--- src/rtl/parity_sched_pkg.sv ---
`default_nettype none
// ============================================================================
// Module      : parity_sched_pkg
// Description : Shared definitions for the parity scheduler: FSM state
//               encoding and the odd-result counter ceiling.
// Revision    : 1.0 - initial release
// ============================================================================
package parity_sched_pkg;

  // Scheduler FSM states
  typedef enum logic [1:0] {
    IDLE = 2'd0,
    CALC = 2'd1,
    DONE = 2'd2
  } state_t;

  // Saturation value of the odd-result statistics counter
  localparam logic [7:0] STAT_MAX = 8'd255;

endpackage : parity_sched_pkg
`default_nettype wire

--- src/rtl/calc_parity.sv ---
`default_nettype none
// ============================================================================
// Module      : calc_parity
// Description : XOR reduction of a data word; parity=1 when the word holds
//               an odd number of ones.
// Revision    : 1.0 - initial release
// ============================================================================
module calc_parity #(
  parameter int W = 8
) (
  input  logic [W-1:0] a,
  output logic         parity
);

  assign parity = ^a;

endmodule : calc_parity
`default_nettype wire

--- src/rtl/parity_sched.sv ---
`default_nettype none
// ============================================================================
// Module      : parity_sched
// Description : Round-robin scheduler sharing one parity unit between NREQ
//               requesters. Each transaction takes three cycles:
//               latch (IDLE) -> compute (CALC) -> complete (DONE), with the
//               one-hot ack and the result appearing as registered outputs
//               in the cycle after the DONE edge.
//               Optional feature macro: PARITY_STATS_EN adds an 8-bit
//               saturating odd-result counter on port stat_odd_cnt.
// Revision    : 1.0 - initial release
// ============================================================================
module parity_sched
  import parity_sched_pkg::*;
#(
  parameter int NREQ = 4,
  parameter int DW   = 8
) (
  input  logic                          clk,
  input  logic                          reset_n,
  input  logic [NREQ-1:0]               req,
  input  logic [NREQ*DW-1:0]            din,
  output logic [NREQ-1:0]               ack,
  output logic                          parity_out,
  output logic [$clog2(NREQ)-1:0]       grant_id,
  output logic                          busy
`ifdef PARITY_STATS_EN
  ,
  output logic [7:0]                    stat_odd_cnt
`endif
);

  localparam int GW = $clog2(NREQ);
  localparam logic [NREQ-1:0] c_ONE = NREQ'(1);

  state_t          r_state;
  logic [GW-1:0]   r_grant;
  logic [GW-1:0]   r_last;
  logic [DW-1:0]   r_data;
  logic            r_parity;
  logic [NREQ-1:0] r_ack;
  logic            r_par_out;
  logic            r_busy;
`ifdef PARITY_STATS_EN
  logic [7:0]      r_odd_cnt;
`endif

  logic [GW-1:0]   w_win;
  logic [GW-1:0]   w_idx;
  logic            w_hit;
  logic [DW-1:0]   w_byte;
  logic            w_parity;

  // Round-robin winner: first requester found scanning from last grant + 1
  always_comb begin
    w_win = '0;
    w_hit = 1'b0;
    w_idx = '0;
    for (int k = 1; k <= NREQ; k++) begin
      w_idx = GW'((int'(r_last) + k) % NREQ);
      if (!w_hit && req[w_idx]) begin
        w_win = w_idx;
        w_hit = 1'b1;
      end
    end
  end

  // Select the winner's byte from the packed request bus
  always_comb begin
    w_byte = '0;
    for (int i = 0; i < NREQ; i++) begin
      if (w_win == GW'(i)) begin
        w_byte = din[i*DW +: DW];
      end
    end
  end

  calc_parity #(
    .W      (DW)
  ) u_calc_parity (
    .a      (r_data),
    .parity (w_parity)
  );

  // Scheduler FSM with registered outputs; ack/parity default low each cycle
  always_ff @(posedge clk) begin
    if (!reset_n) begin
      r_state   <= IDLE;
      r_grant   <= '0;
      r_last    <= GW'(NREQ - 1);
      r_data    <= '0;
      r_parity  <= 1'b0;
      r_ack     <= '0;
      r_par_out <= 1'b0;
      r_busy    <= 1'b0;
`ifdef PARITY_STATS_EN
      r_odd_cnt <= '0;
`endif
    end else begin
      r_ack     <= '0;
      r_par_out <= 1'b0;
      case (r_state)
        IDLE: begin
          if (|req) begin
            r_grant <= w_win;
            r_data  <= w_byte;
            r_busy  <= 1'b1;
            r_state <= CALC;
          end
        end
        CALC: begin
          r_parity <= w_parity;
          r_state  <= DONE;
        end
        DONE: begin
          r_ack     <= c_ONE << r_grant;
          r_par_out <= r_parity;
          r_last    <= r_grant;
          r_busy    <= 1'b0;
          r_state   <= IDLE;
`ifdef PARITY_STATS_EN
          if (r_parity && (r_odd_cnt != STAT_MAX)) begin
            r_odd_cnt <= r_odd_cnt + 8'd1;
          end
`endif
        end
        default: begin
          r_busy  <= 1'b0;
          r_state <= IDLE;
        end
      endcase
    end
  end

  assign ack          = r_ack;
  assign parity_out   = r_par_out;
  assign grant_id     = r_grant;
  assign busy         = r_busy;
`ifdef PARITY_STATS_EN
  assign stat_odd_cnt = r_odd_cnt;
`endif

endmodule : parity_sched
`default_nettype wire

--- config.mk ---
export PLATFORM = sky130hd
export DESIGN_NAME = parity_sched
export DESIGN_NICKNAME = d
export VERILOG_FILES = /design/src/rtl/parity_sched_pkg.sv /design/src/rtl/calc_parity.sv /design/src/rtl/parity_sched.sv
export SDC_FILE = /design/constraint.sdc
export NUM_CORES = 1
export LEC_CHECK = 0
export CAP_MARGIN = 30
export CORE_MARGIN = 1.5
export CORE_UTILIZATION = 42
export DETAILED_ROUTE_END_ITERATION = 16
export PLACE_DENSITY = 0.86
export SLEW_MARGIN = 40
export SYNTH_ARGS = -nofsm -noshare
export SYNTH_HDL_FRONTEND = slang
export SYNTH_SLANG_ARGS = --single-unit
--- constraint.sdc ---
create_clock -name clk -period 2 [get_ports clk]
set_input_delay 0.4 -clock clk [delete_from_list [all_inputs] [get_ports clk]]
set_output_delay 0.4 -clock clk [all_outputs]
set_load 0.02 [all_outputs]
==> key figures, run 1 <==
Status
  – Run status: completed

Die
  – Area of the placeable core: 2520 um2
  – Initial Utilization: 45.1%
  – Die height: 55.1 um
  – Count of pins on the block boundary: 46
  – Row count: 18
  – Chip width: 55.1 um
  – Area of the die: 3030 um2

Logic synthesis
  – YS warnings: 0
  – Synth Area in XOR/XNOR: 5.38%
  – Post-synth design cell area: 1140 um2
  – Simple-gate share of the synthesized area: 20.5%
  – Share of flip-flops with an asynchronous set or reset after synthesis: 0%
  – Leading register cell type out of synthesis: dfxtp_1
  – Post-synthesis adder-cell area fraction: 0%
  – Dominant cells by area after synthesis: dfxtp_1 (37%), mux2i_1 (8.8%), xnor2_1 (5.4%)
  – Post-synthesis net count: 163
  – List of most frequent post-synthesis cells: dfxtp_1 (21), mux2i_1 (10), nand3_1 (10)
  – Cell type contributing the most total cell area after synthesis: dfxtp_1
  – Post-synthesis sequential area ratio: 36.9%
  – Mapped Cells: 125
  – Number of synthesized flops with an enable pin: 0
  – Top cell type's share of synthesized area: 36.9%
  – Largest family of logic cells by synthesized area: compound AO/OA/AOI/OAI gates
  – Compound-Gate Fraction of Synth Area: 22.3%
  – FF+latch count, synth: 21
  – Most common cell in the netlist: dfxtp_1
  – Count of distinct cell types in the synthesized netlist: 35
  – Synthesized area per cell: 9.11 um2
  – Mux cell area share after synthesis: 11.4%

Hold path
  – Path class of the lowest-slack min-delay path: reg2reg
  – Worst-case hold path end point: r_data[2]
  – Instance count along the most critical hold path: 2
  – Hold path startpoint: r_data[2]

Clock network
  – TritonCTS clock tree: built
  – H-tree levels: 1
  – Clock latency on the worst-skew pair: 0.30 ns
  – CTS max path bufs: 2
  – Number of buffers created by CTS: 3
  – Number of buffers inserted for hold repair after clock tree synthesis: 0
  – Number of sinks handled by clock tree synthesis: 21
  – Clock transition at the register clock pins on the worst setup and hold paths after CTS: 0.11 ns
  – Post-CTS setup buffer count: 0
  – Total of cells resized after clock tree synthesis: 0
  – Cell chosen for the clock root: clkbuf_4

Detailed routing
  – Vias per cell: 5.23
  – Routed via count: 1115
  – Initial DRT Pass Iterations: 4
  – First DRT Iteration DRCs: 23
  – Routed WL per cell: 13.0 um
  – Routed wire length: 2.76 mm
  – Detail Route Antenna Nets: 0
  – Post-route DRC: 0

Global route
  – Largest net degree at the start of global routing: 15
  – Via count of the first global-routing pass: 1152
  – Number of antenna violations at the first check in global routing: 0
  – Global-route usage over all layers: 22.1%
  – First-pass GRT wire length: 4.74 mm
  – Residual overflow from global routing: 0

Critical path
  – Register-to-register setup slack: 0.30 ns
  – Endpoint of the lowest-slack register-to-register path: r_data[7]
  – WP data required: 2.24 ns
  – Logic depth of the worst register-to-register path: 6
  – Critical path arrival: 2.13 ns
  – Crit Path Class: in2reg
  – Critical path startpoint category: input pin
  – Largest fanout on the critical path: 7
  – Origin of the critical flop-to-flop path: r_last[0]
  – Worst Setup End Kind: flop

Pwr
  – Leakage power of the design: 0.659 nW
  – Relative contribution of combinational cells to total power: 35.4%
  – Sw Pwr: 0.313 mW
  – P_int: 0.764 mW
  – Sequential Power Share: 46.0%
  – Clock network fraction of total power: 18.7%
  – Maximum resistive drop on vdd: 0.000374 V
  – Cell Pwr Density: 619 nW/um2
  – Switching Share: 29.0%

Timing
  – Largest clock skew in the final design: 0.000627 ns
  – Highest attainable clock frequency: 529 MHz
  – Final worst-path cycle share: 94.5%
  – Hold Slack: 0.480 ns
  – Number of hold violations in the final report: 0
  – Final setup violation count: 0
  – Unrepaired setup endpoints after global routing: no
  – Transition time of the tightest slew-check pin: 0.425 ns
  – Normalized max-slew margin: 71.6%
  – Max-slew violation total from the final report: 0
  – Post-layout min period: 1.89 ns

Placement
  – Placed wire-length estimate: 2.34 mm
  – Dpl cell area: 1710 um2
  – Cell Count Post-Placement: 209
  – Port-buffer cells: 45
  – Final estimated routing congestion in global placement: 0.792

Finish
  – Share of post-route cells with drive strength above 1: 15.3%
  – Final instance area: 1740 um2
  – Number of inserted diodes: 0
  – Area grow syn2layout: 52.7%
  – Post-route non-filler standard cell count: 213
  – Total Nets Final: 222

Flow run
  – Max-cap violation count: 0
==> how the worst max path moves through the flow <==
stage / from / endpoint / slack (ns) / cells past startpoint
finish: req[1] / r_data[5] / 0.11 / 8
floorplan: req[1] / r_data[4] / 0.35 / 6
CTS: req[1] / r_data[7] / 0.10 / 7
global route: req[1] / r_data[7] / 0.005 / 9
global placement: req[1] / r_data[2] / -0.12 / 7
detailed placement: req[1] / r_data[7] / -0.20 / 7
==> layout by cell type (no fill, tap or decap), types with 2 or more instances in the layout <==
cell and instances:
inv_1 4, o21ai_2 2, clkbuf_4 3, nand2_1 8, nand2b_1 2, mux2_4 2
nor2b_1 4, xnor2_1 7, dfxtp_1 21, nand3_1 10, a21oi_1 3, mux2i_1 10
o211ai_1 2, o2bb2ai_1 5, o21ai_0 8, nor3_1 3, o21ai_1 5, buf_4 12
nor3b_2 2, clkdlybuf4s50_1 45, a211oi_1 2, nor2_1 8
==> critical path, cell delays in order <==
cell	delay [ns]
clkdlybuf4s50_1	0.46
buf_4	0.17
nor2b_1	0.14
o21ai_0	0.17
nor3b_2	0.19
buf_4	0.18
mux2_4	0.31
o21ai_2	0.12
==> logic make-up after synthesis <==
group	Yosys count
xor+xnor	7
buf+inv	8
mux	12
flops	21
compound gates	34
simple gates	43
==> metal layers <==
layer	vias to the layer above	track usage [%]	wire length, um
met2	48	38.5	1390
met4	0	11.8	57
met5	-	0	0
met3	8	6.72	184
li1	565	-	-
met1	494	24.0	1140
==> flip-flops by register name, summed over array words and instances, names as in the netlist <==
name        flops
ack             4
busy            1
grant_id        2
parity_out      1
r_data          8
r_last          2
r_parity        1
r_state         2
==> power groups by stage <==
stage / combinational (mW) / clock, mW / sequential [mW]
5_1_grt: 0.415 / 0.232 / 0.501
3_3_place_gp: 0.371 / 0 / 0.502
4_1_cts: 0.383 / 0.201 / 0.495
6_report: 0.381 / 0.201 / 0.495
2_1_floorplan: 0.219 / 0 / 0.506
3_5_place_dp: 0.382 / 0 / 0.504
==> metrics by stage <==
| stage | worst slack (ns) | power [mW] | setup TNS, ns | util (%) |
|---|---|---|---|---|
| finish | 0.110 | 1.08 | 0 | 68.9 |
| global route | 0.00496 | 1.15 | 0 | 68.9 |
| CTS | 0.105 | 1.08 | 0 | 68.9 |
| detailed placement | -0.201 | 0.887 | -1.29 | 67.9 |
| global placement | -0.122 | 0.873 | -0.812 | 67.9 |
| floorplan | 0.352 | 0.725 | 0 | - |
==> cell type report <==
class                      instances  area, um2
sequential                        21        420
multi-input combinational         96        679
tap                               30       37.5
clock buffer                       4       26.3
timing repair buffer              58        561
inverter                           4       15.0
fill                             204        783
Note: power is estimated with default switching activity, not from simulation.
==> inputs of run 2 (changes only) <==
- CORE_MARGIN: 1.5 -> default
==> run 2 against run 1 <==
  * Sequential cell count unchanged
  * Largest cell class unchanged
  * Utilization decreased by 0.25 points
  * Register-to-register slack about the same
  * Worst hold slack improved by 0.0034 ns
  * Combinational power about the same
  * Critical endpoint is now r_data[6]
  * Critical path type unchanged
  * Total power increased by 0.57%
==> key figures, run 2 (synthesis results as in run 1) <==
Global route
  – Largest net degree at the start of global routing: 15
  – Via count of the first global-routing pass: 1146
  – Number of antenna violations at the first check in global routing: 0
  – Global-route usage over all layers: 23.0%
  – Residual overflow from global routing: 0
  – First-pass GRT wire length: 4.73 mm

Clock network
  – Number of sinks handled by clock tree synthesis: 21
  – Post-CTS setup buffer count: 0
  – Clock transition at the register clock pins on the worst setup and hold paths after CTS: 0.12 ns
  – H-tree levels: 1
  – Clock latency on the worst-skew pair: 0.31 ns
  – Number of buffers created by CTS: 3
  – Number of buffers inserted for hold repair after clock tree synthesis: 0
  – CTS max path bufs: 2
  – Total of cells resized after clock tree synthesis: 0
  – Cell chosen for the clock root: clkbuf_4
  – TritonCTS clock tree: built

Die
  – Die height: 54.1 um
  – Area of the placeable core: 2520 um2
  – Count of pins on the block boundary: 46
  – Row count: 18
  – Area of the die: 2920 um2
  – Chip width: 54.1 um
  – Initial Utilization: 45.1%

Critical path
  – Crit Path Class: in2reg
  – Critical path launch point: req[1]
  – Critical path arrival: 2.05 ns
  – Cell type with the highest occurrence count on the critical path: buf_4
  – Critical path startpoint category: input pin
  – Ordered cell list for the critical path: clkdlybuf4s50_1, buf_4, nor2b_1, o21ai_0, nor3b_2, buf_4, nor3b_1, o32ai_1
  – WP data required: 2.23 ns
  – Delay of the slowest critical-path stage: 0.49 ns
  – Largest fanout on the critical path: 7
  – Worst Setup End Kind: flop
  – Origin of the critical flop-to-flop path: r_last[0]
  – Crit path max-delay cell type: clkdlybuf4s50_1

Pwr
  – Power consumption: 1.08 mW
  – Leakage power of the design: 0.657 nW
  – Maximum resistive drop on vdd: 0.000448 V
  – Cell Pwr Density: 625 nW/um2

Timing
  – Unrepaired setup endpoints after global routing: no
  – Max-slew violation total from the final report: 0
  – Transition time of the tightest slew-check pin: 0.411 ns
  – Hold Slack: 0.483 ns
  – Number of hold violations in the final report: 0
  – Largest clock skew in the final design: 0.000977 ns
  – Normalized max-slew margin: 72.5%
  – Worst setup margin: 0.175 ns
  – Final worst-path cycle share: 91.3%
  – Highest attainable clock frequency: 548 MHz
  – Final setup violation count: 0
  – Post-layout min period: 1.83 ns

Detailed routing
  – Vias per cell: 5.51
  – Initial DRT Pass Iterations: 4
  – Routed WL per cell: 12.9 um
  – Routed wire length: 2.74 mm
  – Post-route DRC: 0
  – First DRT Iteration DRCs: 19
  – Routed via count: 1169
  – Detail Route Antenna Nets: 0

Finish
  – Number of inserted diodes: 0
  – Largest register FFs: 8
  – Total Nets Final: 221
  – Highest-count cells in the layout ignoring fill and taps: clkdlybuf4s50_1 (45), dfxtp_1 (21), buf_4 (11)
  – Post-route non-filler standard cell count: 212
  – Area grow syn2layout: 52.2%
  – Leading cell type in the layout, fill and taps excluded: clkdlybuf4s50_1
  – Share of post-route cells with drive strength above 1: 15.4%
  – Final Util: 68.7%
  – Largest reg by FF count: r_data

Flow run
  – Max-cap violation count: 0

Placement
  – Port-buffer cells: 45
  – Setup Slack @ Placement: -0.180 ns
  – Cell Count Post-Placement: 208
  – Placed wire-length estimate: 2.27 mm
  – Final estimated routing congestion in global placement: 0.749

Status
  – Run status: completed

Hold path
  – Hold path startpoint: busy
  – Path class of the lowest-slack min-delay path: reg2reg
-- run 2: metal layers --
| layer | global-route usage (%) | routed length [um] | vias to the layer above |
|---|---|---|---|
| met5 | 0 | 0 | - |
| met4 | 9.83 | 34 | 0 |
| met3 | 5.93 | 192 | 5 |
| met2 | 41.4 | 1480 | 53 |
| met1 | 25.1 | 1040 | 545 |
| li1 | - | - | 566 |
-- run 2: per-stage QoR --
stage,setup TNS (ns),instance area (um2)
floorplan,0,1140
global placement,-0.592,1710
detailed placement,-1.12,1710
CTS,0,1730
global route,0,1730
finish,0,1730
-- run 2: critical path: cells and delay by family --
| family | cells | cell delay, ns |
|---|---|---|
| AO/OA/AOI/OAI | 2 | 0.36 |
| AND/OR/NAND/NOR | 3 | 0.49 |
| buffers and inverters | 3 | 0.80 |
-- run 2: final timing paths --
check,to,slack [ns],cells past startpoint
max,r_data[6],0.17,8
min,busy,0.48,2
max reg2reg,r_data[1],0.29,6
min reg2reg,busy,0.48,2
-- run 2: cell type report --
type | count | area, um2
fillers | 211 | 790
multi-input cells | 96 | 679
repair buffers | 57 | 553
flip-flops and latches | 21 | 420
well taps | 30 | 37.5
clock buffers | 3 | 22.5
inverters | 4 | 15.0
clock inverters | 1 | 5.00
-- run 2: power by group --
group          total [mW]  internal (mW)  switching (mW)
sequential          0.495          0.459          0.0360
combinational       0.381          0.226           0.155
clock               0.207         0.0747           0.132
total                1.08          0.760           0.323
==> inputs of run 3 (changes only) <==
- CAP_MARGIN: 30 -> 25
- CORE_MARGIN: default -> 8
- PLACE_DENSITY: 0.86 -> 0.78
==> run 3 against run 2 <==
  * Die area rose by 58%
  * Register-to-register slack barely moved
  * Final cell count rose by 1.9%
  * Maximum frequency fell by 2.8%
  * Sequential cell count did not move
  * Worst hold slack got worse by 0.0034 ns
  * Sequential power barely moved
  * Combinational power rose by 3%
  * Clock power fell by 4%
  * Clock-buffer cell count rose by 1
==> key figures, run 3 (synthesis results as in run 1) <==
Status
  – Run status: completed

Pwr
  – Cell Pwr Density: 619 nW/um2
  – Leakage power of the design: 0.669 nW
  – Maximum resistive drop on vdd: 0.000535 V
  – Power consumption: 1.09 mW

Finish
  – Fill count: 230
  – Area grow syn2layout: 54.2%
  – Total Nets Final: 224
  – Share of post-route cells with drive strength above 1: 16.2%
  – Number of inserted diodes: 0
  – Area used by sequential logic in the layout: 420 um2
  – Post-route non-filler standard cell count: 216
  – Leading cell type in the layout, fill and taps excluded: clkdlybuf4s50_1
  – Highest-count cells in the layout ignoring fill and taps: clkdlybuf4s50_1 (45), dfxtp_1 (21), buf_4 (14)
  – Area of the multi-input gates: 679 um2
  – Largest reg by FF count: r_data
  – Largest register FFs: 8

Detailed routing
  – Initial DRT Pass Iterations: 4
  – Routed wire length: 3.19 mm
  – Routed WL per cell: 14.8 um
  – Vias per cell: 5.17
  – First DRT Iteration DRCs: 69
  – Detail Route Antenna Nets: 0
  – Routed via count: 1116
  – Post-route DRC: 0

Flow run
  – Max-cap violation count: 0

Timing
  – Number of hold violations in the final report: 0
  – Highest attainable clock frequency: 533 MHz
  – Transition time of the tightest slew-check pin: 0.404 ns
  – Post-layout min period: 1.88 ns
  – Hold Slack: 0.480 ns
  – Final worst-path cycle share: 93.9%
  – Unrepaired setup endpoints after global routing: no
  – Max-slew violation total from the final report: 0
  – Normalized max-slew margin: 73.0%
  – Largest clock skew in the final design: 0.00535 ns
  – Setup TNS Final: 0 ns
  – Final setup violation count: 0

Placement
  – Cell Count Post-Placement: 212
  – Port-buffer cells: 45
  – Placed wire-length estimate: 2.70 mm
  – Final estimated routing congestion in global placement: 0.787

Clock network
  – Total of cells resized after clock tree synthesis: 0
  – Number of buffers created by CTS: 3
  – Clock transition at the register clock pins on the worst setup and hold paths after CTS: 0.11 ns
  – TritonCTS clock tree: built
  – Clock latency on the worst-skew pair: 0.30 ns
  – H-tree levels: 1
  – Post-CTS setup buffer count: 0
  – Number of buffers inserted for hold repair after clock tree synthesis: 0
  – Number of sinks handled by clock tree synthesis: 21
  – Cell chosen for the clock root: clkbuf_4
  – CTS max path bufs: 2

Die
  – Die height: 68.1 um
  – Area of the placeable core: 2660 um2
  – Row count: 19
  – Area of the die: 4630 um2
  – Chip width: 68.1 um
  – Count of pins on the block boundary: 46
  – Initial Utilization: 42.8%

Global route
  – First-pass GRT wire length: 5.17 mm
  – Global-route usage over all layers: 14.3%
  – Largest net degree at the start of global routing: 15
  – Number of antenna violations at the first check in global routing: 0
  – Via count of the first global-routing pass: 1174
  – Residual overflow from global routing: 0

Hold path
  – Path class of the lowest-slack min-delay path: reg2reg
  – Instance count along the most critical hold path: 2

Critical path
  – Critical path startpoint category: input pin
  – Largest fanout on the critical path: 12
  – Crit Path Class: in2reg
  – Critical path arrival: 2.08 ns
  – Delay of the slowest critical-path stage: 0.45 ns
  – Ordered cell list for the critical path: clkdlybuf4s50_1, or2_4, a311oi_4, buf_12, mux2i_1, o2bb2ai_1, o21ai_1
  – Logic depth of the worst register-to-register path: 6
  – Levels on crit path: 7
  – Worst Setup End Kind: flop
  – Critical path's top delay family: buffers and inverters
  – Crit path max-delay cell type: clkdlybuf4s50_1
  – Count of buffering cells on the critical path with inverters included: 2
  – WP data required: 2.20 ns
## run 3: changes by cell type in the layout (fill, tap and decap cells not counted), sizes merged
cell,previous run,this run
buf,12,15
clkbuf,3,4
clkinv,1,0
## run 3: final timing paths
path | to | startpoint | slack [ns]
worst max register to register | r_data[0] | r_last[0] | 0.28
worst min register to register | busy | busy | 0.48
worst max-delay path | r_data[0] | req[1] | 0.12
worst min-delay path | busy | busy | 0.48
## run 3: area by class of cell
cell class              instances  share of cell area, %
multi-input cells              96                   38.7
repair buffers                 60                   32.8
flip-flops and latches         21                   23.9
well taps                      31                   2.21
clock buffers                   4                   1.50
inverters                       4                  0.855
## run 3: through the flow
stage / utilization, % / setup slack, ns / area (um2)
2_1_floorplan: - / 0.352 / 1140
3_3_place_gp: 64.9 / -0.177 / 1730
3_5_place_dp: 64.9 / -0.222 / 1730
4_1_cts: 65.9 / 0.0960 / 1760
5_1_grt: 65.9 / 0.0273 / 1760
6_report: 65.9 / 0.122 / 1760
## run 3: tightest hold or removal path: stages, from the launching register on
cell,delay [ns]
dfxtp_1,0.33
nand2b_1,0.06
a21oi_1,0.06
## run 3: routing by layer
layer | part of all wire (%) | track usage (%) | vias up
li1 | - | - | 569
met1 | 42 | 15.8 | 503
met2 | 50 | 26.4 | 42
met3 | 6.3 | 4.75 | 2
met4 | 1.1 | 2.05 | 0
met5 | 0 | 0 | -
## run 3: report_power, final
group          switching, mW  total, mW  internal, mW
Combinational          0.158      0.391         0.233
Sequential            0.0367      0.496         0.459
Clock                  0.121      0.199        0.0777
Total                  0.316       1.09         0.770
